--- src/rtl/switch_input_capture.sv ---
// Conditions the board's slide switches and push-button, then captures the debounced switch word
// on each button press and offers it to the CPU over a valid/ready handshake.
module switch_input_capture #(
  parameter int unsigned WIDTH    = 10,
  parameter int unsigned TICK_DIV = 100000,
  parameter int unsigned SAMPLES  = 3
) (
  input  logic             clk,
  input  logic             rst,
  input  logic [WIDTH-1:0] sw,
  input  logic             btn,
  input  logic             data_ready,
  output logic [WIDTH-1:0] data_in,
  output logic             data_valid,
  output logic [WIDTH-1:0] sw_db,
  output logic             btn_db,
  output logic             overrun
);

  localparam int unsigned N    = WIDTH + 1;
  localparam int unsigned CntW = (TICK_DIV > 1) ? $clog2(TICK_DIV) : 1;
  localparam logic [CntW-1:0] CntMax = CntW'(TICK_DIV - 1);

  typedef enum logic [1:0] {StIdle, StHold, StWaitRel} state_e;

  // Bit WIDTH of every per-input vector carries the button; the lower bits are the switches.
  logic [N-1:0]              sync1_q, sync2_q;
  logic [CntW-1:0]           cnt_q;
  logic                      tick;
  logic [N-1:0][SAMPLES-1:0] hist_q;
  logic [N-1:0]              db_q;
  logic                      btn_db_q;
  logic                      btn_rise;
  state_e                    state_q;

  always_ff @(posedge clk) begin
    if (rst) begin
      sync1_q <= '0;
      sync2_q <= '0;
    end else begin
      sync1_q <= {btn, sw};
      sync2_q <= sync1_q;
    end
  end

  assign tick = (cnt_q == CntMax);

  always_ff @(posedge clk) begin
    if (rst)       cnt_q <= '0;
    else if (tick) cnt_q <= '0;
    else           cnt_q <= cnt_q + 1'b1;
  end

  // The level only moves once SAMPLES consecutive tick samples agree.
  always_ff @(posedge clk) begin
    if (rst) begin
      hist_q <= '0;
      db_q   <= '0;
    end else begin
      for (int i = 0; i < N; i++) begin
        if (tick) hist_q[i] <= (hist_q[i] << 1) | SAMPLES'(sync2_q[i]);
        if (&hist_q[i])       db_q[i] <= 1'b1;
        else if (~|hist_q[i]) db_q[i] <= 1'b0;
      end
    end
  end

  assign sw_db  = db_q[WIDTH-1:0];
  assign btn_db = db_q[WIDTH];

  always_ff @(posedge clk) begin
    if (rst) btn_db_q <= 1'b0;
    else     btn_db_q <= btn_db;
  end

  assign btn_rise = btn_db & ~btn_db_q;

  always_ff @(posedge clk) begin
    if (rst) begin
      state_q    <= StIdle;
      data_in    <= '0;
      data_valid <= 1'b0;
      overrun    <= 1'b0;
    end else begin
      case (state_q)
        StIdle: begin
          if (btn_rise) begin
            data_in    <= sw_db;
            data_valid <= 1'b1;
            state_q    <= StHold;
          end
        end
        StHold: begin
          // A press coinciding with the handshake is dropped and counts as no overrun.
          if (data_ready) begin
            data_valid <= 1'b0;
            state_q    <= btn_db ? StWaitRel : StIdle;
          end else if (btn_rise) begin
            overrun <= 1'b1;
          end
        end
        StWaitRel: begin
          if (!btn_db) state_q <= StIdle;
        end
        default: state_q <= StIdle;
      endcase
    end
  end

endmodule

--- config.mk ---
export PLATFORM = sky130hd
export DESIGN_NAME = switch_input_capture
export DESIGN_NICKNAME = d
export VERILOG_FILES = /design/src/rtl/switch_input_capture.sv
export SDC_FILE = /design/constraint.sdc
export NUM_CORES = 1
export LEC_CHECK = 0
export BUFFER_PORTS_ARGS = -buffer_cell sky130_fd_sc_hd__clkbuf_2
export CAP_MARGIN = 15
export CORE_ASPECT_RATIO = 0.5
export CORE_UTILIZATION = 50
export CTS_CLUSTER_SIZE = 8
export DETAILED_ROUTE_END_ITERATION = 10
export GPL_TIMING_DRIVEN = 0
export PLACE_DENSITY = 0.69
export SYNTH_ARGS = -nofsm -noshare
export SYNTH_HDL_FRONTEND = slang
export SYNTH_SLANG_ARGS = --single-unit
--- constraint.sdc ---
create_clock -name clk -period 2.04 [get_ports clk]
set_input_delay 0.204 -clock clk [delete_from_list [all_inputs] [get_ports clk]]
set_output_delay 0.204 -clock clk [all_outputs]
set_load 0.005 [all_outputs]
== Yosys cells after proc, flatten, opt, wreduce, memory -nomap -nowiden ==
Cells that the tools add are included.

* Bits in registers: 98
* Word-level logic and storage cells: 121
* Bits of input ports: 14
* Output and inout port bits: 23

* Equality and inequality tests: 17
* Add/subtract/negate cells: 1
* Bitwise operators: 14
* Muxes and demuxes: 30
* Reduce and logical (&&, ||, !) cells: 29

{| class="wikitable"
|+ Operator list
! operator !! number
|-
| 3-bit AND reduction || 14
|-
| 3-bit by 1-bit OR with 3-bit output || 11
|-
| 3-bit OR reduction || 11
|-
| 2-bit != test (second input constant) || 14
|-
| 1-bit 2-to-1 mux || 24
|-
| 17-bit by 1-bit adder with 17-bit output (second input constant) || 1
|-
| 17-bit equality test (second input constant) || 1
|-
| 2-bit 2-to-1 mux || 4
|-
| 2-bit case mux with 3 select lines || 1
|-
| 2-bit by 1-bit equality test with 1-bit output (second input constant) || 1
|-
| 2-bit equality test (second input constant) || 1
|-
| 2-bit zero test || 1
|-
| 1-bit NOT || 2
|-
| 1-bit case mux with 2 select lines || 1
|-
| 2-bit AND reduction || 1
|-
| 2-bit nonzero test || 1
|-
| 2-bit OR reduction || 1
|-
| 1-bit AND || 1
|}

== Depth between registers and ports, before layout ==
* Depth after elaboration: 4
* Mapped depth: 7
* Depth with buffers taken out: 5

== Worst setup path after synthesis ==
No wires, ideal clock.

* Kind: register -> register
* Start point: reg cnt_q[0]
* End point: reg hist_q[12] (netlist name)
* Slack: 0.234 ns
* Data required time: 1.908 ns
* Library setup time: 0.132 ns
* Cell stages (with the launch flop): 8
* Arrival: 1.674 ns
* Period minus slack after synthesis: 1.806 ns
* Cells stage by stage: dfxtp_1 > ha_1 > nand3_2 > or4b_1 > buf_2 > clkbuf_2 > o21ai_0 > a21oi_1

* Longest elaborated chain between the ends: 1

{| class="wikitable"
|+ Ends and longest elaborated chain
! item !! RTL line !! RTL
|-
| start: declaration || 28 || <nowiki>logic [CntW-1:0] cnt_q;</nowiki>
|-
| start signal: assignment || 51 || <nowiki>else cnt_q <= cnt_q + 1'b1;</nowiki>
|-
| 17-bit equality test || 46 || <nowiki>assign tick = (cnt_q == CntMax);</nowiki>
|-
| end signal: indexed assignment || 61 || <nowiki>if (tick) hist_q[i] <= (hist_q[i] << 1) | SAMPLES'(sync2_q[i]);</nowiki>
|-
| end: declaration || 30 || <nowiki>logic [N-1:0][SAMPLES-1:0] hist_q;</nowiki>
|}

No other way between the ends.
A chain may end at the register's enable or synchronous reset.

== Final worst setup path ==
* Start point: reg cnt_q[13]
* End point: reg hist_q[13] (netlist name)

The elaborated chain is that of the path after synthesis.

==> impl_metrics.env <==
export IMPL_die_x_um=122
export IMPL_p_comb_frac=0.022
export IMPL_seq_power_share=0.536
export IMPL_route_met2_wl_um=3340
export IMPL_drc=0
export IMPL_synth_common_cells="dfxtp_1 (98), a21oi_1 (55), nand3_1 (36)"
export IMPL_yosysSeqAreaShare=0.547
export IMPL_syn_num_nets=414
export IMPL_crit_path_end_kind="flip-flop"
export IMPL_place_area_um2=3880
export IMPL_dr_pass1_iters=4
export IMPL_num_antenna_cells=0
export IMPL_synth_edf_count=0
export IMPL_setup_violations=0
export IMPL_status="finished clean"
export IMPL_p_clk_frac=0.442
export IMPL_power_mw=3.64
export IMPL_drive_above_1_share=0.149
export IMPL_slew_headroom=0.294
export IMPL_grt_pass1_wl_um=12100
export IMPL_switching_share=0.198
export IMPL_critPathRequiredTime_ns=2.24
export IMPL_peakVddDrop_mv=0.442
export IMPL_gp_congestion=0.800
export IMPL_critPathMaxStageDelay_ns=0.45
export IMPL_synth_most_common_cell="dfxtp_1"
export IMPL_htreeDepth=3
export IMPL_cp_slowest_cell="or4b_1"
export IMPL_core_um2=6810
export IMPL_avgViaCountPerCell=5.37
export IMPL_overflow=0
export IMPL_hold_path_class="in2reg"
export IMPL_async_flop_share=0
export IMPL_final_antenna_net_count=0
export IMPL_grt_usage=0.215
export IMPL_period_share=0.958
export IMPL_grt_pass1_vias=2486
export IMPL_tightest_slew_ns=1.05
export IMPL_drt_met1_wl_um=3840
export IMPL_io_buffer_count=35
export IMPL_cts_sinks=98
export IMPL_clk_pin_slew_ns=0.06
export IMPL_cts_root_buffer="clkbuf_16"
export IMPL_syn_cell_area_um2=3590
export IMPL_avgSynthCellArea_um2=8.99
export IMPL_max_freq_mhz=512
export IMPL_power_leakage_nw=1.56
export IMPL_cts_hold_buf=0
export IMPL_fin_util=0.616
export IMPL_wl_met3_um=427
export IMPL_worstSetupPathType="reg2reg"
export IMPL_worstPathCellList="nor4b_2 -> or4b_1 -> buf_2 -> clkbuf_2 -> o21ai_0 -> a21oi_1"
export IMPL_switching_power_mw=0.722
export IMPL_finClkSkew_ns=0.00717
export IMPL_die_h_um=61.9
export IMPL_p_int_mw=2.92
export IMPL_start_util=0.527
export IMPL_period_needed_ns=1.95
export IMPL_cts_made_buffers=9
export IMPL_synth_area_leaders="dfxtp_1 (55%), a21oi_1 (7.7%), nand3_1 (5.0%)"
export IMPL_maxCapViolCount=0
export IMPL_drt_iter0_markers=166
export IMPL_tritoncts="done"
export IMPL_crit_path_max_fanout=10
export IMPL_num_fill_cells=591
export IMPL_fin_setup_tns_ns=0
export IMPL_clk_latency_ns=0.33
export IMPL_finalMaxSlewViolations=0
export IMPL_hold_viol=0
export IMPL_ys_ff_latch=98
export IMPL_wl_per_cell_um=14.2
export IMPL_seq_area_um2=1960
export IMPL_top_layer_used="met4"
export IMPL_wl_um=7690
export IMPL_arrival_ns=2.15
export IMPL_vias=2906
export IMPL_rsz0062_at_grt="no"
export IMPL_synth_cell_types=35
export IMPL_clock_path_buffers=2
export IMPL_ys_warn_count=0
export IMPL_ys_flop_type="dfxtp_1"
export IMPL_dieArea_um2=7540
export IMPL_synth_top_area_frac=0.547
export IMPL_io_pins=37
export IMPL_syn_to_final_growth_pct=17.0
export IMPL_hpwl_um=5290
export IMPL_cts_setup_buffers=0
export IMPL_p_per_area_nw_per_um2=868
export IMPL_grt_max_degree=15
export IMPL_postLayoutCellArea_um2=4200
export IMPL_startpoint_type="flip-flop"
export IMPL_synth_top_area_cell="dfxtp_1"
export IMPL_fin_nets=460
export IMPL_rows=21
export IMPL_synth_cells=399
export IMPL_multiInputGateArea_um2=1530
export IMPL_antenna_found_initial=0
[power groups by stage]
stage | Clock (mW) | Combinational [mW] | Sequential [mW]
after floorplan | 0 | 0.0497 | 1.99
after global placement | 0 | 0.0756 | 1.99
after detailed placement | 0 | 0.0785 | 1.99
after CTS | 1.64 | 0.0802 | 1.95
after global routing | 1.73 | 0.0887 | 1.95
final | 1.61 | 0.0807 | 1.95
[path summary, 6_finish.rpt]
| path | from | end | slack [ns] | depth (start not counted) |
|---|---|---|---|---|
| worst max-delay path | cnt_q[13] | hist_q[13] | 0.09 | 6 |
| worst min-delay path | btn | sync1_q[10] | 0.07 | 2 |
| worst max register to register | cnt_q[13] | hist_q[13] | 0.09 | 6 |
| worst min register to register | sync1_q[9] | sync2_q[9] | 0.43 | 1 |
[sequential cells by signal, indices dropped and copies added, names as in the netlist]
| register | count |
|---|---|
| state_q | 2 |
| cnt_q | 17 |
| db_q | 11 |
| overrun | 1 |
| btn_db_q | 1 |
| sync1_q | 11 |
| data_in | 10 |
| hist_q | 33 |
| data_valid | 1 |
| sync2_q | 11 |
[worst max-delay path: cells and delay by family, from the launching register on]
family	cells	cell delay, ns
compound gates	2	0.27
simple gates	2	0.82
buf+inv	2	0.37
flops	1	0.36
[metrics by stage]
| step | hold WS [ns] | instances | setup slack [ns] |
|---|---|---|---|
| after floorplan | 0.332 | 399 | 0.234 |
| final | 0.0738 | 541 | 0.0857 |
| after global placement | 0.415 | 526 | 0.0500 |
| after detailed placement | 0.421 | 526 | -0.0204 |
| after CTS | 0.0680 | 541 | 0.0232 |
| after global routing | 0.0705 | 541 | 0.000905 |
[area by class of cell]
class / instances / share of cell area
well taps: 92 / 0.0274
multi-input cells: 273 / 0.365
plain buffers: 24 / 0.0254
repair buffers: 35 / 0.0418
clock inverters: 2 / 0.00239
inverters: 4 / 0.00358
flip-flops and latches: 98 / 0.468
clock buffers: 13 / 0.0668
[timing repair]
item,CTS,global route
pin swaps,0,1
resized for setup,3,11
setup endpoints to repair,27,40
[cells by family (layout without fill, tap and decap cells)]
| group | count (synthesis) | after routing | share of synthesized area |
|---|---|---|---|
| compound gates | 114 | 114 | 0.175 |
| xor+xnor | 15 | 15 | 0.0366 |
| fa+ha+maj | 1 | 1 | 0.00349 |
| buf+inv | 28 | 78 | 0.0338 |
| flops | 98 | 98 | 0.547 |
| simple gates | 143 | 143 | 0.204 |
[per-layer routing]
layer | vias to the layer above | track usage
met5 | - | 0
met4 | 0 | 0.0794
met3 | 8 | 0.0776
met2 | 71 | 0.316
met1 | 1364 | 0.293
li1 | 1463 | -
[cell usage in the layout (no fill, tap or decap), types with 2 or more instances in the layout]
cell        n
dfxtp_1    97
a21oi_1    55
nand3_1    36
clkbuf_2   36
nand2_1    34
o21ai_0    26
nor2b_1    23
nor2_1     22
o21ai_1    17
clkbuf_1   16
xnor2_1    14
a21o_1     11
clkbuf_16   9
buf_2       6
nor3_1      5
inv_1       4
nand4_1     4
nor4_1      4
clkbuf_8    4
and3_1      3
nand3b_1    2
o21ba_2     2
nand2b_1    2
clkinv_2    2
(Power assumes the default switching activity.)
